[config.mk]
export PLATFORM = sky130hd
export DESIGN_NAME = out_seq_ctrl_flat
export DESIGN_NICKNAME = d
export VERILOG_FILES = /design/src/rtl/out_seq_ctrl_if.sv /design/src/rtl/out_seq_ctrl.sv /design/src/flat_wrapper.sv
export SDC_FILE = /design/constraint.sdc
export NUM_CORES = 1
export LEC_CHECK = 0
export ABC_AREA = 1
export ABC_CLOCK_PERIOD_IN_PS = 2600
export CAP_MARGIN = 20
export CORE_MARGIN = 5
export CORE_UTILIZATION = 35
export CTS_CLUSTER_DIAMETER = 150
export DETAILED_ROUTE_END_ITERATION = 8
export HOLD_SLACK_MARGIN = 0.06
export PLACE_DENSITY_LB_ADDON = 0.3
export SLEW_MARGIN = 20
export SYNTH_ARGS = -nofsm -noshare
export SYNTH_HDL_FRONTEND = slang
export SYNTH_SLANG_ARGS = --single-unit
[constraint.sdc]
create_clock -name clk -period 2.6 [get_ports clk]
set_input_delay 0.39 -clock clk [delete_from_list [all_inputs] [get_ports clk]]
set_output_delay 0.39 -clock clk [all_outputs]
set_load 0.01 [all_outputs]
[src/rtl/out_seq_ctrl_if.sv]
// Handshake and beat bus of the output-sequencing controller.
// The datapath side drives the requests; the controller answers with read beats.
interface out_seq_ctrl_if #(
   parameter int CH_W   = 4,
   parameter int ADDR_W = 12
);
   logic              run;
   logic              s_init;
   logic              k_fin;
   logic              rev;
   logic [CH_W-1:0]   od;
   logic [ADDR_W-1:0] os;
   logic              out_busy;
   logic              outr;
   logic [CH_W-1:0]   ra;
   logic [ADDR_W-1:0] oa;
   logic              burst_done;
   logic              pend_ovf;

   modport master (
      output run, s_init, k_fin, rev, od, os,
      input  out_busy, outr, ra, oa, burst_done, pend_ovf
   );

   modport slave (
      input  run, s_init, k_fin, rev, od, os,
      output out_busy, outr, ra, oa, burst_done, pend_ovf
   );
endinterface

[src/rtl/out_seq_ctrl.sv]
// Output-sequencing controller: each kernel-finish issues one read beat per
// output channel (forward or reverse order), with a one-deep request queue.
module out_seq_ctrl #(
   parameter int CH_W   = 4,
   parameter int ADDR_W = 12,
   parameter int POS_W  = 10
) (
   input logic          clk,
   input logic          rst_n,
   out_seq_ctrl_if.slave bus
);

   localparam logic [0:0] IDLE  = 1'b0;
   localparam logic [0:0] ISSUE = 1'b1;

   localparam logic [CH_W-1:0]  CNT_ONE = CH_W'(1);
   localparam logic [POS_W-1:0] POS_ONE = POS_W'(1);

   logic [0:0]        state_q, state_d;
   logic [CH_W-1:0]   cnt_q, cnt_d;
   logic              rev_q, rev_d;
   logic              first_q, first_d;
   logic              pend_q, pend_d;
   logic              ovf_q, ovf_d;
   logic [POS_W-1:0]  pos_q, pos_d;
   logic              outr_q, outr_d;
   logic [CH_W-1:0]   ra_q, ra_d;
   logic [ADDR_W-1:0] oa_q, oa_d;
   logic              last_q, last_d;

   logic              out0;
   logic              last_beat;
   logic [CH_W-1:0]   start_cnt;

   assign out0      = (state_q == ISSUE);
   assign last_beat = out0 && (rev_q ? (cnt_q == '0) : (cnt_q == bus.od));
   assign start_cnt = bus.rev ? bus.od : '0;

   // NOTE: every _d gets its hold value first so no path leaves it unassigned (no latches).
   always_comb begin
      state_d = state_q;
      cnt_d   = cnt_q;
      rev_d   = rev_q;
      first_d = first_q;
      pend_d  = pend_q;
      ovf_d   = ovf_q;
      pos_d   = pos_q;
      outr_d  = out0;
      ra_d    = ra_q;
      oa_d    = oa_q;
      last_d  = last_beat;

      // Stage1: register the beat walked by stage0 this cycle.
      if (out0) begin
         ra_d = cnt_q;
         oa_d = first_q ? ADDR_W'(pos_q) : oa_q + bus.os;
      end

      case (state_q)
         IDLE: begin
            if (bus.k_fin) begin
               state_d = ISSUE;
               rev_d   = bus.rev;
               cnt_d   = start_cnt;
               first_d = 1'b1;
            end
         end
         default: begin
            if (last_beat) begin
               // A queued or simultaneous request restarts with no idle gap.
               if (pend_q || bus.k_fin) begin
                  rev_d   = bus.rev;
                  cnt_d   = start_cnt;
                  first_d = 1'b1;
                  pend_d  = 1'b0;
               end else begin
                  state_d = IDLE;
               end
            end else begin
               cnt_d   = rev_q ? cnt_q - CNT_ONE : cnt_q + CNT_ONE;
               first_d = 1'b0;
               if (bus.k_fin && !pend_q) pend_d = 1'b1;
            end
         end
      endcase

      if (bus.k_fin && pend_q) ovf_d = 1'b1;

      if (bus.s_init)      pos_d = '0;
      else if (last_beat)  pos_d = pos_q + POS_ONE;

      if (!bus.run) begin
         state_d = IDLE;
         cnt_d   = '0;
         rev_d   = 1'b0;
         first_d = 1'b0;
         pend_d  = 1'b0;
         ovf_d   = 1'b0;
         pos_d   = '0;
         outr_d  = 1'b0;
         ra_d    = '0;
         oa_d    = '0;
         last_d  = 1'b0;
      end
   end

   // NOTE: state registers use non-blocking assignments so every flop samples pre-edge values.
   always_ff @(posedge clk or negedge rst_n) begin
      if (!rst_n) begin
         state_q <= IDLE;
         cnt_q   <= '0;
         rev_q   <= 1'b0;
         first_q <= 1'b0;
         pend_q  <= 1'b0;
         ovf_q   <= 1'b0;
         pos_q   <= '0;
         outr_q  <= 1'b0;
         ra_q    <= '0;
         oa_q    <= '0;
         last_q  <= 1'b0;
      end else begin
         state_q <= state_d;
         cnt_q   <= cnt_d;
         rev_q   <= rev_d;
         first_q <= first_d;
         pend_q  <= pend_d;
         ovf_q   <= ovf_d;
         pos_q   <= pos_d;
         outr_q  <= outr_d;
         ra_q    <= ra_d;
         oa_q    <= oa_d;
         last_q  <= last_d;
      end
   end

   assign bus.out_busy   = out0 | pend_q;
   assign bus.outr       = outr_q;
   assign bus.ra         = ra_q;
   assign bus.oa         = oa_q;
   assign bus.burst_done = outr_q & last_q;
   assign bus.pend_ovf   = ovf_q;

endmodule

[src/flat_wrapper.sv]
// flat-port wrapper written by rule: the top's interface ports become plain ports
module out_seq_ctrl_flat 
#(
   parameter int CH_W   = 4,
   parameter int ADDR_W = 12,
   parameter int POS_W  = 10
)
  (clk, rst_n, bus_run, bus_s_init, bus_k_fin, bus_rev, bus_od, bus_os, bus_out_busy, bus_outr, bus_ra, bus_oa, bus_burst_done, bus_pend_ovf);
  out_seq_ctrl_if #(.CH_W(CH_W), .ADDR_W(ADDR_W)) bus_i ();
  input logic clk;
  input logic rst_n;
  input wire logic [$bits(bus_i.run)-1:0] bus_run;
  input wire logic [$bits(bus_i.s_init)-1:0] bus_s_init;
  input wire logic [$bits(bus_i.k_fin)-1:0] bus_k_fin;
  input wire logic [$bits(bus_i.rev)-1:0] bus_rev;
  input wire logic [$bits(bus_i.od)-1:0] bus_od;
  input wire logic [$bits(bus_i.os)-1:0] bus_os;
  output wire logic [$bits(bus_i.out_busy)-1:0] bus_out_busy;
  output wire logic [$bits(bus_i.outr)-1:0] bus_outr;
  output wire logic [$bits(bus_i.ra)-1:0] bus_ra;
  output wire logic [$bits(bus_i.oa)-1:0] bus_oa;
  output wire logic [$bits(bus_i.burst_done)-1:0] bus_burst_done;
  output wire logic [$bits(bus_i.pend_ovf)-1:0] bus_pend_ovf;
  assign bus_i.run = bus_run;
  assign bus_i.s_init = bus_s_init;
  assign bus_i.k_fin = bus_k_fin;
  assign bus_i.rev = bus_rev;
  assign bus_i.od = bus_od;
  assign bus_i.os = bus_os;
  assign bus_out_busy = bus_i.out_busy;
  assign bus_outr = bus_i.outr;
  assign bus_ra = bus_i.ra;
  assign bus_oa = bus_i.oa;
  assign bus_burst_done = bus_i.burst_done;
  assign bus_pend_ovf = bus_i.pend_ovf;
  out_seq_ctrl #(.CH_W(CH_W), .ADDR_W(ADDR_W), .POS_W(POS_W)) u_core (.clk(clk), .rst_n(rst_n), .bus(bus_i));
endmodule
; ---- Word-level counts from Yosys, hierarchy flattened
; Index checks and enable logic that the tools add are counted.
[op_classes]
muxes = 40
add_sub_neg = 4
n_reduce_logical = 9
eq_ne = 10
bitwise = 2
[op_table]
columns = op, count
row1 = $mux 12, 3
row2 = $mux 4, 9
row3 = $mux 10, 3
row4 = $mux 1, 25
row5 = $add 12x12->12, 1
row6 = $add 10x1->10 const B, 1
row7 = $ne 3x1->1 const B, 3
row8 = $ne 3x3->1 const B, 3
row9 = $reduce_and 3->1, 2
row10 = $add 4x1->4 const B, 1
row11 = $eq 4x4->1, 1
row12 = $logic_not 4->1, 1
row13 = $ne 2x1->1 const B, 2
row14 = $ne 4x4->1 const B, 1
row15 = $sub 4x1->4 const B, 1
row16 = $logic_and 1x1->1, 3
row17 = $reduce_and 2->1, 1
row18 = $and 1x1->1, 1
row19 = $logic_not 1->1, 1
row20 = $logic_or 1x1->1, 1
row21 = $or 1x1->1, 1
[totals]
ff_bits = 37
wordCells = 76
in_bits = 22
output_inout_bits = 20

; ---- Longest topological paths before layout
; Gate-level depths: netlist of run 1.
[logic_depth]
depth_word = 6
ltp_mapped = 13
mapped_depth_nobuf = 13

; ---- Least setup slack after synthesis of run 1
; OpenSTA, ideal clock, no wires.
[synth_path]
kind = register -> register
start = register u_core.oa_q[0], in the netlist u_core.bus.oa[0]
end = register u_core.oa_q[10], in the netlist u_core.bus.oa[10]
arrival_time_ns = 1.609
slack_ns = 0.873
t_required_ns = 2.483
path_buffers = 0
stages_incl_launch_ff = 14
setup_time_ns = 0.117
synth_period_minus_slack_ns = 1.727
cell_sequence = dfrtp_1 -> ha_1 -> inv_1 -> fa_1 -> inv_1 -> nand3_1 -> nand2_1 -> nand2_1 -> nand2_1 -> nand2_1 -> nand2_1 -> nand2_1 -> nand3_1 -> nand2_1
[synth_via]
elab_chain_cells = 4
[synth_rtl]
columns = element, line
row1 = "start, declared", out_seq_ctrl.sv:28  ; logic [ADDR_W-1:0] oa_q, oa_d;
row2 = "start signal, assigned", out_seq_ctrl.sv:119  ; oa_q <= '0;
row3 = "start signal, assigned", out_seq_ctrl.sv:131  ; oa_q <= oa_d;
row4 = $add 12x12->12, out_seq_ctrl.sv:56  ; oa_d = first_q ? ADDR_W'(pos_q) : oa_q + bus.os;
row5 = $mux 12, out_seq_ctrl.sv:56
row6 = $mux 12, out_seq_ctrl.sv:54  ; if (out0) begin
row7 = $mux 12, out_seq_ctrl.sv:92  ; if (!bus.run) begin
; Every way passes these cells. The select of a mux whose other input is x is not followed.
; A chain may end at the register's enable or synchronous reset.

; ---- Final worst setup path of run 1
[layout_path]
start = register u_core.state_q, in the netlist u_core.out0
end = output bus_out_busy
[layout_via]
elab_chain_cells = 1
[layout_rtl]
columns = element, line
row1 = "start, declared", out_seq_ctrl.sv:19  ; logic [0:0] state_q, state_d;
row2 = "start signal, assigned", out_seq_ctrl.sv:122  ; state_q <= state_d;
row3 = $or 1x1->1, out_seq_ctrl.sv:136  ; assign bus.out_busy = out0 | pend_q;
row4 = "end, declared", flat_wrapper.sv:18  ; output wire logic [$bits(bus_i.out_busy)-1:0] bus_out_busy;
; Every way passes these cells.

==> results of run 1 <==
## registers in the layout (all words and copies together) (netlist names), 4 cells and up
register	count
u_core.bus.oa	12
u_core.bus.ra	4
u_core.cnt_q	4
u_core.pos_q	10
## area by class of cell
type	instances	area share
clock inverter	2	0.0114
timing repair buffer	43	0.127
tap	99	0.0375
sequential	37	0.281
clock buffer	6	0.0250
multi-input combinational	286	0.460
inverter	51	0.0580
## cells by family (layout without fill, tap and decap cells)
group,count (synthesis),in the layout,share of synthesized area
AOI/OAI and AO/OA,40,40,0.0838
xor gates and xnor gates,9,9,0.0297
adders and majority gates,16,16,0.0810
buffers and inverters,55,102,0.0800
DFF,37,37,0.348
and+or+nand+nor,221,221,0.377
## final timing paths
path	startpoint	end	slack, ns	depth (start not counted)
setup reg to reg	u_core.bus.oa[0]	u_core.bus.oa[10]	0.71	13
min in group clk	u_core.bus.ra[0]	u_core.bus.ra[0]	0.50	2
hold / removal	rst_n	u_core.bus.oa[11]	0.19	1
hold reg to reg	u_core.bus.ra[0]	u_core.bus.ra[0]	0.50	2
max in group asynchronous	rst_n	u_core.bus.ra[0]	1.88	1
setup / recovery	u_core.out0	bus_out_busy	0.49	2
## synthesized netlist by cell type (2+ instances only)
cell / number / area, um^2
xor2_1: 6 / 52.6
nand2_1: 131 / 492
fa_1: 2 / 40.0
buf_2: 2 / 10.0
or2_2: 2 / 12.5
nand2_4: 2 / 22.5
nand2_2: 4 / 25.0
nand3_1: 39 / 195
dfrtp_1: 37 / 926
xnor2_1: 3 / 26.3
a22o_1: 2 / 17.5
nand4_1: 6 / 37.5
nor2_4: 2 / 22.5
inv_2: 4 / 15.0
inv_1: 46 / 173
nor3_1: 7 / 35.0
a21oi_1: 15 / 75.1
ha_1: 14 / 175
nor2_1: 22 / 82.6
o21ai_1: 3 / 15.0
o21ai_0: 15 / 75.1
## critical path: cells and delay by family (launching register included)
family,cells,cell delay (ns)
simple gates,1,0.38
buf+inv,1,0.48
flops,1,0.57
## power by group through the flow
| stage | sequential (mW) | combinational, mW | clock [mW] |
|---|---|---|---|
| 3_5_place_dp | 0.672 | 0.439 | 0 |
| 6_report | 0.660 | 0.439 | 0.526 |
| 3_3_place_gp | 0.671 | 0.436 | 0 |
| 4_1_cts | 0.661 | 0.441 | 0.543 |
| 2_1_floorplan | 0.660 | 0.279 | 0 |
| 5_1_grt | 0.666 | 0.502 | 0.565 |
## layer usage
metal | GRT usage | share of wire
met1 | 0.202 | 0.51
met2 | 0.237 | 0.44
met3 | 0.0280 | 0.039
met4 | 0.0367 | 0.012
met5 | 0 | 0
==> results.yml, run 1 <==
die:
  fp.dieW_um: 97.1
  initial_utilization: 0.363
  rows: 31
  core_um2: 7330
  die_area_um2: 9440
  die_h_um: 97.1
  floorplan.io_pins: 42
power_and_ir_drop:
  switchingPower_mw: 0.520
  finalPower_mw: 1.62
  switching_share: 0.320
  clkPwrFrac: 0.324
  power.density_nw_per_um2: 492
  combPwrFrac: 0.270
  intPower_mw: 1.10
  p_seq_frac: 0.406
  vdd_drop_max_v: 0.000238
  p_leak_nw: 1.76
sta:
  min_period_ns: 2.11
  tightest_slew_ns: 0.826
  hold_slack_ns: 0.191
  max_slew_margin: 0.449
  rsz0062_at_grt: "false"
  timing.final.ws_setup_ns: 0.486
  fmax_ghz: 0.473
  drv_slew: 0
  hold_viol: 0
  fin_crit_sh: 0.813
  finalClockSkew_ns: 0.00634
  setup_violations: 0
  tns_ns: 0
finish:
  fillCellCount: 742
  nNetsFinal: 462
  drive_gt1_frac: 0.0706
  layout_common_cells: "131 x nand2_1, 46 x inv_1, 40 x clkdlybuf4s50_1"
  layout_commonest_cell: "nand2_1"
  design_area_um2: 3300
  syn_to_final_growth_pct: 24.2
  multi_input_area_um2: 1520
  instances_no_fill: 524
  diodes: 0
  final-seq-area_um2: 926
  finish.utilization: 0.450
logic_synthesis:
  synth_area_um2: 2660
  synth_warnings: 0
  ys_seq_area_frac: 0.348
  syn_inst: 378
  synth_edf_count: 0
  synth-main-ff-cell: "dfrtp_1"
  synth.distinct_cells: 35
  avgSynthCellArea_um2: 7.03
  async_reset_ff_frac: 1.00
  ys_ff_latch: 37
  syn_nets: 416
worst_setup_path:
  critical-path-slowest-cell: "dfrtp_1"
  crit_type: "flop to primary output"
  crit_chain: "or2_2 > clkdlybuf4s50_1"
  start_kind: "flop"
  crit_arrival_ns: 1.72
  cp_slowest_stage_delay_ns: 0.57
  crit_required_ns: 2.21
  worst_setup_path_end_kind: "primary output"
  cp_max_fo: 11
route:
  wire_per_inst_um: 12.5
  drt-pass1-iter-count: 4
  vias_per_cell: 4.85
  first_iter_violations: 124
  vias: 2544
  drt_wl_total_um: 6570
  drc_errors: 0
  ant_nets: 0
cts:
  cts_resized: 0
  cts_tree: "done"
  cts_buffer_depth: 2
  clkSinkCount: 37
  numCtsBuffers: 5
  path_clk_slew_ns: 0.08
  root_buffer: "clkbuf_8"
  htree_levels: 2
  post_cts_buffers: 0
  hold_buffers: 0
  clkLatencyLatePin_ns: 0.29
run:
  timing.max_cap.violations: 0
global_routing:
  grt_pass1_vias: 2513
  grt_pass1_wl_um: 11700
  overflow: 0
  grt_max_degree: 38
  grt_antenna_before_repair: 0
  grt_util_all_layers: 0.147
outcome:
  outcome: "complete, no violations"
place:
  place_congestion: 0.874
  port_buffers: 41
  hpwl_um: 4990
  dp_slack_ns: 0.267
  place_area_um2: 3180
  place_inst: 516
worst_hold_path:
  holdCritPathClass: "primary input to async pin"
Note: power is estimated with default switching activity, not from simulation.
==> inputs of run 2 (changes only) <==
--- a/config.mk
+++ b/config.mk
@@ -6,7 +6,7 @@
 export NUM_CORES = 1
 export LEC_CHECK = 0
 export ABC_AREA = 1
-export ABC_CLOCK_PERIOD_IN_PS = 2600
+export ABC_CLOCK_PERIOD_IN_PS = 2200
 export CAP_MARGIN = 20
 export CORE_MARGIN = 5
 export CORE_UTILIZATION = 35
==> constraint.sdc (replaced) <==
create_clock -name clk -period 2.2 [get_ports clk]
set_input_delay 0.33 -clock clk [delete_from_list [all_inputs] [get_ports clk]]
set_output_delay 0.33 -clock clk [all_outputs]
set_load 0.01 [all_outputs]
==> run 2 against run 1 <==
Effect of this change: sequential power grew 17%; die area is the same; count of clock-buffer cells in the layout shrank 1; register-to-register slack lost 0.36 ns; first-iteration DRC count grew 29%; sequential share of layout area is the same; combinational power grew 21%; critical path type is now primary input to flop; largest cell class unchanged; largest power group unchanged; highest routed layer unchanged.
==> results.yml, run 2 (synthesis results as in run 1) <==
power_and_ir_drop:
  power.density_nw_per_um2: 543
  vdd_drop_max_v: 0.000285
  p_leak_nw: 1.76
  finalPower_mw: 1.79
global_routing:
  grt_pass1_vias: 2500
  grt_pass1_wl_um: 11600
  grt_util_all_layers: 0.145
  grt_antenna_before_repair: 0
  grt_max_degree: 38
  overflow: 0
cts:
  clkLatencyLatePin_ns: 0.29
  cts_resized: 0
  root_buffer: "clkbuf_8"
  numCtsBuffers: 5
  cts_buffer_depth: 2
  hold_buffers: 0
  htree_levels: 2
  clkSinkCount: 37
  cts_tree: "done"
  post_cts_buffers: 0
  path_clk_slew_ns: 0.08
worst_setup_path:
  crit_required_ns: 2.39
  r2r_end: "u_core.bus.oa[10]"
  cp_max_fo: 3
  critPathMostFrequentCell: "nand2_1"
  crit_chain: "clkdlybuf4s50_1 > ha_1 > inv_1 > fa_1 > inv_1 > nand3_1 > nand2_1 > nand2_1 > nand2_1 > nand2_1 > nand2_1 > nand2_1 > nand3_1 > nand2_1"
  crit_arrival_ns: 2.14
  start_kind: "primary input"
  cp_num_buf_inv: 3
  r2r-start: "u_core.bus.oa[0]"
  rr_worst_depth: 13
  worst_setup_path_end_kind: "flop"
  cp_slowest_stage_delay_ns: 0.46
  critical-path-slowest-cell: "clkdlybuf4s50_1"
  r2r_slack_ns: 0.35
  crit_type: "primary input to flop"
  crit_family: "simple AND/OR/NAND/NOR gates"
finish:
  instances_no_fill: 528
  multi_input_area_um2: 1520
  final-seq-area_um2: 926
  largest_reg_flops: 12
  layout_commonest_cell: "nand2_1"
  design_area_um2: 3300
  drive_gt1_frac: 0.0793
  finish.utilization: 0.450
  nNetsFinal: 466
  fillCellCount: 755
  syn_to_final_growth_pct: 24.2
  layout_common_cells: "131 x nand2_1, 46 x inv_1, 40 x clkdlybuf4s50_1"
  diodes: 0
die:
  die_h_um: 97.1
  initial_utilization: 0.363
  rows: 31
  core_um2: 7330
  fp.dieW_um: 97.1
  die_area_um2: 9440
  floorplan.io_pins: 42
route:
  vias: 2535
  drt-pass1-iter-count: 5
  ant_nets: 0
  drc_errors: 0
  first_iter_violations: 160
  drt_wl_total_um: 6480
  vias_per_cell: 4.80
  wire_per_inst_um: 12.3
worst_hold_path:
  holdCritPathClass: "primary input to async pin"
place:
  dp_slack_ns: -0.0619
  place_congestion: 0.855
  place_inst: 520
  port_buffers: 41
  place_area_um2: 3210
  hpwl_um: 5070
outcome:
  outcome: "complete, no violations"
sta:
  hold_viol: 0
  finalClockSkew_ns: 0.0115
  fin_crit_sh: 0.886
  tightest_slew_ns: 0.835
  max_slew_margin: 0.443
  rsz0062_at_grt: "false"
  timing.final.ws_setup_ns: 0.251
  drv_slew: 0
  fmax_ghz: 0.513
  setup_violations: 0
  min_period_ns: 1.95
run:
  timing.max_cap.violations: 0
## run 2: changes by cell type in the layout (fill, tap and decap cells not counted)
| cell | delta |
|---|---|
| clkbuf_8 | -1 |
| bufinv_16 | -1 |
| buf_4 | +4 |
| clkinv_2 | +1 |
| inv_6 | +1 |
## run 2: worst max-delay path by stage
stage | startpoint | endpoint | depth (start not counted)
final | bus_os[0] | u_core.bus.oa[10] | 14
after global routing | bus_os[0] | u_core.bus.oa[10] | 14
after CTS | bus_os[0] | u_core.bus.oa[10] | 14
after detailed placement | bus_os[0] | u_core.bus.oa[10] | 14
after global placement | bus_os[0] | u_core.bus.oa[10] | 14
after floorplan | u_core.bus.oa[0] | u_core.bus.oa[10] | 13
## run 2: power by group
| part | total (mW) | internal (mW) | leakage, nW | switching [mW] |
|---|---|---|---|---|
| sequential | 0.772 | 0.720 | 0.505 | 0.0520 |
| clock | 0.487 | 0.225 | 0.0445 | 0.262 |
| combinational | 0.533 | 0.224 | 1.21 | 0.309 |
| total | 1.79 | 1.17 | 1.76 | 0.623 |
## run 2: final cells by class
| class | instances | area share |
|---|---|---|
| Inverter | 51 | 0.0580 |
| Tap cell | 99 | 0.0375 |
| Clock buffer | 5 | 0.0208 |
| Clock inverter | 3 | 0.00644 |
| Timing Repair Buffer | 47 | 0.136 |
| Multi-Input combinational cell | 286 | 0.460 |
| Sequential cell | 37 | 0.281 |
## run 2: per-stage QoR
step,hold slack [ns],TNS (ns)
after floorplan,0.0344,0
after global placement,0.489,-0.0127
after detailed placement,0.486,-0.0708
after CTS,0.168,0
after global routing,0.199,0
final,0.125,0
## run 2: routing by layer
layer | vias up | global-route usage | routed length, um
met3 | 6 | 0.0330 | 284
met4 | 0 | 0.0400 | 65
met1 | 1161 | 0.199 | 3260
met5 | - | 0 | 0
li1 | 1316 | - | -
met2 | 52 | 0.228 | 2880
